$ cat src/rtl/random_pkg.sv
// Shared constants and the Galois LFSR step for the random byte source.
package random_pkg;

  localparam logic [15:0] RANDOM_DEFAULT_SEED = 16'hACE1;
  localparam logic [15:0] RANDOM_DEFAULT_POLY = 16'hB400;

  // One Galois step: shift right, fold the feedback mask in when the
  // bit shifted out was set.
  function automatic logic [15:0] lfsr_step(
    input logic [15:0] s,
    input logic [15:0] poly = RANDOM_DEFAULT_POLY
  );
    logic [15:0] nxt;
    nxt = s >> 1;
    if (s[0]) nxt = nxt ^ poly;
    return nxt;
  endfunction

endpackage

$ cat src/rtl/lfsr16_core.sv
// 16-bit Galois LFSR register with a lock-up guard that reseeds from zero.
module lfsr16_core
  import random_pkg::*;
#(
  parameter logic [15:0] SEED = RANDOM_DEFAULT_SEED,
  parameter logic [15:0] POLY = RANDOM_DEFAULT_POLY
) (
  input  logic       clk,
  input  logic       rst,
  output logic [7:0] low
);

  logic [15:0] state;

  // Reseed on reset or from the all-zero lock-up state, otherwise step.
  always_ff @(posedge clk) begin
    if (!rst) begin
      state <= SEED;
    end else if (state == '0) begin
      state <= SEED;
    end else begin
      state <= lfsr_step(state, POLY);
    end
  end

  assign low = state[7:0];

endmodule

$ cat src/rtl/random.sv
// Free-running pseudo-random byte source; low byte of a 16-bit LFSR.
module random
  import random_pkg::*;
#(
  parameter logic [15:0] SEED = RANDOM_DEFAULT_SEED,
  parameter logic [15:0] POLY = RANDOM_DEFAULT_POLY
) (
  input  logic       rst,
  input  logic       clk,
  output logic [7:0] data
);

  // A zero seed would lock the LFSR, so fall back to the default seed.
  localparam logic [15:0] SEED_EFF = (SEED == 16'h0000) ? RANDOM_DEFAULT_SEED : SEED;

  lfsr16_core #(
    .SEED(SEED_EFF),
    .POLY(POLY)
  ) u_core (
    .clk(clk),
    .rst(rst),
    .low(data)
  );

endmodule

$ cat config.mk
export PLATFORM = sky130hd
export DESIGN_NAME = random
export DESIGN_NICKNAME = d
export VERILOG_FILES = /design/src/rtl/random_pkg.sv /design/src/rtl/lfsr16_core.sv /design/src/rtl/random.sv
export SDC_FILE = /design/constraint.sdc
export NUM_CORES = 1
export LEC_CHECK = 0
export CORE_UTILIZATION = 43
export DETAILED_ROUTE_END_ITERATION = 10
export PLACE_DENSITY_LB_ADDON = 0.08
export SLEW_MARGIN = 15
export SYNTH_ARGS = -nofsm -noshare
export SYNTH_HDL_FRONTEND = slang
export SYNTH_SLANG_ARGS = --single-unit
$ cat constraint.sdc
create_clock -name clk -period 1.2 [get_ports clk]
set_clock_uncertainty 0.1 [all_clocks]
set_input_delay 0.24 -clock clk [delete_from_list [all_inputs] [get_ports clk]]
set_output_delay 0.24 -clock clk [all_outputs]
set_load 0.05 [all_outputs]
# After elaboration in Yosys (flattened, before gate mapping)
# Index checks and enable logic that the tools add are counted.
[word_totals]
reg_bits = 16
output_inout_bits = 8
wordCells = 6
in_bits = 2
[op_classes]
n_reduce_logical = 2
n_mux = 1
bitwise_logic = 2
[op_table]
columns = ["cell", "count"]
rows = [
  ["zero test 16 bit", 1],
  ["2-to-1 mux 16 bit", 1],
  ["inverter 3 -> 4 bit", 1],
  ["OR reduction 2 bit", 1],
  ["inverter 1 bit", 1],
]

# Depth between registers and ports, before layout
[depth]
word_depth = 2
ltp_mapped = 3

# Least setup slack after synthesis
# OpenSTA, ideal clock, no wires.
[synth_path]
kind = "register to register"
startpoint = "reg u_core.state[0]"
endpoint = "reg u_core.state[0]"
t_required_ns = 1.037
path_slack_ns = 0.068
n_path_buf = 0
synth_period_minus_slack_ns = 1.132
setup_time_ns = 0.063
stages_incl_launch_ff = 4
t_arrival_ns = 0.969
path_cell_list = "dfxtp_1 nor4_4 a41oi_4 nand2b_1"
[synth_between]
elab_chain_len = 2
[synth_lines]
columns = ["item", "line_no", "source"]
rows = [
  ["from (decl)", "lfsr16_core.sv:13", "logic [15:0] state;"],
  ["from (signal assigned)", "lfsr16_core.sv:22", "state <= lfsr_step(state, POLY);"],
  ["zero test 16 bit", "lfsr16_core.sv:19", "end else if (state == '0) begin"],
  ["OR reduction 2 bit (no source line)", "-", ""],
]
# Every way passes these cells.
# A chain may end at the register's enable or synchronous reset.

# Final worst setup path
[layout_path]
startpoint = "reg u_core.state[0]"
endpoint = "out data[0]"
[layout_rtl]
columns = ["item", "line_no", "source"]
rows = [
  ["to (decl)", "random.sv:10", "output logic [7:0] data"],
]
# No word-level cell between the ends.

==> results.yml <==
status:
  status: "finished, violations left"
  violations: "negative setup slack"
yosys:
  ys_ff_latch: 16
  synth_ff_type: "dfxtp_1"
  yosysMostFrequentCell: "dfxtp_1"
  synth_edf_count: 0
  ys_types: 12
  synth_area_um2: 601
  synth_common_cells: "16 x dfxtp_1, 8 x buf_4, 7 x and2_1"
  yosys.area.top_type: "dfxtp_1"
  synth_top_area_share_pct: 53.3
  synth_compound_area_share_pct: 4.58
  syn-num-nets: 51
  synthCells: 49
  yosys_warnings: 0
  async_flop_share_pct: 0
  synthMuxAreaShare_pct: 0
  synthSimpleGateAreaFrac_pct: 27.1
  syn_avg_cell_area_um2: 12.3
  ys_top_cells_by_area: "dfxtp_1 53%, buf_4 10%, and2_1 7.3%"
  synth_xor_xnor_area_share_pct: 4.38
  synth_top_family_by_area: "simple AND/OR/NAND/NOR gates"
  yosys.area_share.adder_pct: 0
  yosysSeqAreaShare_pct: 53.3
worst_setup_path:
  worst_setup_path_start_kind: "flip-flop"
  worstRegToRegCells: 3
  cp_data_required_time_ps: 860
  crit_path_max_fanout: 3
  arrival_ps: 910
  startpoint: "u_core.state[0]"
  cp_cell_sequence: "buf_6 > buf_12"
  crit_path_end: "data[0]"
  slowest_stage: "dfxtp_4"
  path_class: "reg -> out"
  critPathMaxStageDelay_ps: 370
  reg2reg_slack_ps: -10
  reg2reg_from: "u_core.state[4]"
  endpoint_kind: "output port"
  r2r-end: "u_core.state[0]"
sta:
  layout_min_cycle_time_ps: 1250
  fin_ws_ps: -51.9
  finalHoldViolations: 0
  period_share_pct: 104
  fmax_mhz: 799
  maxSlewHeadroom_pct: 80.4
  tightestPinTransition_ps: 293
  setup_tns_ps: -167
  rsz0062_at_grt: "yes"
  setup_viol: 8
  slew_violations: 0
global_route:
  first_global_vias: 378
  grt-ovfl-total: 0
  grt_use_total_pct: 18.6
  grt_pass1_wl_um: 1740
  globalRouteMet3Util_pct: 5.11
  grtUsageMet1_pct: 19.9
  antenna_found_initial: 0
  busiest_layer: "met2"
  grt_start_max_net_pins: 10
  grt_use_met2_pct: 31.3
routing:
  firstDrtPassIters: 3
  wl_um: 1100
  drc: 0
  vias_per_cell: 4.71
  drt-wirelength-per-cell_um: 14.3
  vias: 363
  final_antenna_net_count: 0
  drtIter0Drc: 4
floorplanning:
  io_pins: 10
  core.rowCount: 13
  core_area_um2: 1300
  start_util_pct: 46.2
  dieArea_um2: 1550
  die_w_um: 39.4
  die_h_um: 39.4
finish:
  areaGrowthSynthToFinish_pct: 46.7
  largest_reg_flops: 16
  diodes: 0
  largest-register: "u_core.state"
  utilization_pct: 67.7
  stdcell_count: 77
  top_regs: "u_core.state x16"
  drive_above_1_share_pct: 56.5
  nNetsFinal: 65
  fin_area_um2: 881
placed_design:
  placed_area_um2: 767
  dp_cells: 70
  io_buffers: 9
  dp_hpwl_um: 836
  place.gp.congestion: 0.789
run:
  max_cap_violations: 0
cts:
  numCtsBuffers: 3
  cts_tree: "done"
  cts_hold_buf: 0
  clock_latency_ps: 280
  cts.clk_slew.worst_paths_ps: 90
  clock_sinks: 16
  cts_buffer_depth: 2
  clockRootBuffer: "clkbuf_4"
  htree_levels: 1
power_and_ir_drop:
  total_power_mw: 1.17
  ir_drop_mv: 0.825
  cellPowerDensity_nw_per_um2: 1330
  total_leakage_power_nw: 0.340
min_path:
  hold_path_class: "reg -> reg"
  hp-start: "u_core.state[10]"
-- logic make-up (layout without fill, tap and decap cells) --
family,after synthesis,in the layout
AO/OA/AOI/OAI,1,1
flip-flops,16,16
AND/OR/NAND/NOR,20,20
XOR/XNOR,3,3
buffers and inverters,9,22
-- critical path: cells and delay by family (launching register included) --
family / cells / cell delay (ps)
flops: 1 / 370
buf+inv: 2 / 260
-- how the worst min path moves through the flow --
stage | endpoint | slack [ps] | cells after the start
2_1_floorplan | u_core.state[14] | 270 | 1
3_3_place_gp | u_core.state[11] | 370 | 1
3_5_place_dp | u_core.state[11] | 370 | 1
4_1_cts | u_core.state[8] | 410 | 1
5_1_grt | u_core.state[9] | 440 | 1
6_report | u_core.state[9] | 420 | 1
-- power by group --
group / switching [mW] / total (mW) / internal [mW] / leakage [nW]
registers: 0.0486 / 0.614 / 0.565 / 0.136
clock network: 0.167 / 0.352 / 0.185 / 0.0210
logic: 0.0917 / 0.204 / 0.113 / 0.183
total: 0.307 / 1.17 / 0.863 / 0.340
-- routing by layer --
| layer | up-vias | part of all wire [%] |
|---|---|---|
| met5 | - | 0 |
| met4 | 0 | 2.4 |
| met3 | 5 | 4.3 |
| met2 | 10 | 54 |
| met1 | 168 | 39 |
| li1 | 180 | - |
-- through the flow --
step           setup WS (ps)  hold WS (ps)
4_1_cts                -69.1           412
5_1_grt                -82.4           437
3_3_place_gp            -187           369
3_5_place_dp            -224           367
6_report               -51.9           418
2_1_floorplan           67.8           267
-- final cells by class --
cell class	count	area, µm²
Fill cell	101	420
Sequential cell	16	343
Timing Repair Buffer	17	245
Multi-Input combinational cell	24	234
Clock buffer	4	36.3
Tap cell	15	18.8
Inverter	1	3.75
-- placed cells by master, fill, tap and decap left out, types with 4 or more instances in the layout --
cell      synthesis  layout
buf_6             0       4
buf_4             8       4
buf_12            0       8
dfxtp_1          16       8
nand2b_1          5       5
dfxtp_4           0       5
and2_1            7       7
nor4_4            2       4
-- what timing repair did --
action / in CTS / in global routing
endpoints found under the setup margin: 16 / 16
gates resized for setup: 15 / 4
pin swaps: 0 / 2
buffers inserted: 0 / 3
No activity file was read; power rests on OpenSTA's default activity.
==> variant, RTL diff (same flow settings) <==
Register the output `data`, without a reset; this adds one clock of latency there.
--- a/src/rtl/random.sv
+++ b/src/rtl/random.sv
@@ -15,2 +15,4 @@
 
+  logic [7:0] data_d;
+
   lfsr16_core #(
@@ -21,4 +23,8 @@
     .rst(rst),
-    .low(data)
+    .low(data_d)
   );
+
+  always_ff @(posedge clk) begin
+      data <= data_d;
+  end
 
Check against the original RTL: not equivalent (a bounded check fails within 4 cycles, from zero or initial values).
==> variant against the unedited design <==
- register-to-register slack better by 40 ps
- sequential cell count up 8
- setup slack improved by 79 ps
- power rose by 27%
- hold slack worse by 120 ps
- design area increased by 12%
- sequential power rose by 47%
- first-iteration DRC count stayed put
- routed wire length decreased by 3.1%
- area after synthesis grew 15%
- global-route usage is 4.4 points lower
- sequential share of layout area up 11 points
==> variant: results (changes against the unedited design) <==
| Metric | Value |
|---|---|
| Critical Path Fanout Max | `1 (-2)` |
| Family with the most delay on the worst path | `flip-flops` |
| Slowest cell on crit path | `dfxtp_1` |
| Filler cell count | `115 (+14%)` |
| Crit path largest cell delay | `390 ps (+20 ps)` |
| Crit path DAT | `830 ps (-80 ps)` |
| First-pass DRT Iterations | `2 (-1)` |
| Clk slew on worst S/H paths | `120 ps (+30 ps)` |
| Synth cell types | `11 (-1)` |
| Top_reg_cell synth | `dfxtp_1` |
| Setup Viol. Count Final | `0 (-8)` |
| Fin nets | `68 (+4.6%)` |
| YS warnings | `0 (unchanged)` |
| PortBufs | `9 (unchanged)` |
| WL per Instance | `13.2 um (-7.9%)` |
| # Post-CTS Setup Buffers | `0 (unchanged)` |
| Status | `finished, final reports clean` |
| Final ANT Viol Nets | `0 (unchanged)` |
| Maximum vdd drop | `1.04 mV (+26%)` |
| Number of global-route vias before repair | `408 (+7.9%)` |
| Global-route wire length before repair | `1840 um (+5.6%)` |
| Share of layout cells above drive strength 1 | `44.6% (-12 points)` |
| Synth cell count leaders | `dfxtp_1 (24), and2_1 (8), nand3b_1 (6)` |
| Syn Inst Count | `49 (unchanged)` |
| Largest net degree at the start of global routing | `14 (+4)` |
| Antenna violations before repair | `0 (unchanged)` |
| Non-filler cells, final | `81 (+5.2%)` |
| P_leak | `0.389 nW (+15%)` |
| Largest cells by area after synthesis | `dfxtp_1 (70%), and2_1 (7.3%), nand3b_1 (6.5%), nor4_2 (3.6%), nor4_4 (3.1%)` |
| GRT Total Usage | `14.2% (-4.4 points)` |
| Placed Cells | `77 (+10%)` |
| Routability Congestion | `0.677 (-14%)` |
| Clock tree buffer depth | `2 (unchanged)` |
| Largest regs | `u_core.state: 16 flops, data: 8 flops` |
| Clock Root Buffer | `clkbuf_4` |
| Min-Delay Path Class | `flip-flop to flip-flop` |
| Sequential fraction of the synthesis area | `69.8% (+16 points)` |
| Relative slew slack | `82.2% (+1.8 points)` |
| Ys async rst share | `0% (unchanged)` |
| Place WS | `-116 ps (+108 ps)` |
| ANT cells | `0 (unchanged)` |
| Dpl cell area | `897 um2 (+17%)` |
| HPWL Detailed | `783 um (-6.4%)` |
| Mapped Nets | `51 (unchanged)` |
| Worst-Skew Late Latency | `300 ps (+20 ps)` |
| Total CTS buffers | `3 (unchanged)` |
| CTS H-tree depth | `1 (unchanged)` |
| Via count | `399 (+9.9%)` |
| DRT iter0 DRCs | `4 (unchanged)` |
variant: cell count changes in the layout (fill, tap and decap cells not counted), sizes merged, moves of 2 or more:
cell	delta
dfxtp	+8
nand2	-2
nand3	+2
nand2b	-6
nand3b	+6
buf	-4
variant: timing repair:
| action | CTS | global route |
|---|---|---|
| pin swaps | 6 | 6 |
| setup endpoints to repair | 8 | 14 |
| hold buffers | 0 | 0 |
| gates resized for setup | 7 | 6 |
variant: kinds of logic (layout without fill, tap and decap cells):
logic type / count (synthesis) / in the layout / share of synthesized area [%]
and+or+nand+nor: 21 / 21 / 24.7
buffers and inverters: 1 / 17 / 1.64
DFF: 24 / 24 / 69.8
xor gates and xnor gates: 3 / 3 / 3.82
variant: power by group:
part           leakage, nW  internal (mW)  switching [mW]
combinational        0.168         0.0995          0.0837
sequential           0.200          0.851          0.0529
clock               0.0210          0.185           0.211
variant: final timing paths:
path,slack [ps],to,startpoint,cells past startpoint
min,300,data[6]$_DFF_P_,u_core.state[6]$_SDFF_PP1_,0
max,30,data[6],data[6]$_DFF_P_,1
max reg2reg,30,u_core.state[5]$_SDFF_PP1_,u_core.state[6]$_SDFF_PP1_,3
min reg2reg,300,data[6]$_DFF_P_,u_core.state[6]$_SDFF_PP1_,0
variant: area by class of cell:
cell class	count	area [um2]	area share [%]
well taps	16	20.0	2.03
repair buffers	13	200	20.3
multi-input cells	24	243	24.6
clock buffers	4	36.3	3.67
flip-flops and latches	24	489	49.5
variant: routing by layer:
layer / vias to the layer above / part of all wire (%) / global-route usage, %
met2: 6 / 54 / 22.2
met1: 191 / 43 / 17.6
met3: 0 / 3.0 / 3.88
met4: 0 / 0 / 7.74
met5: - / 0 / 0
li1: 202 / - / -
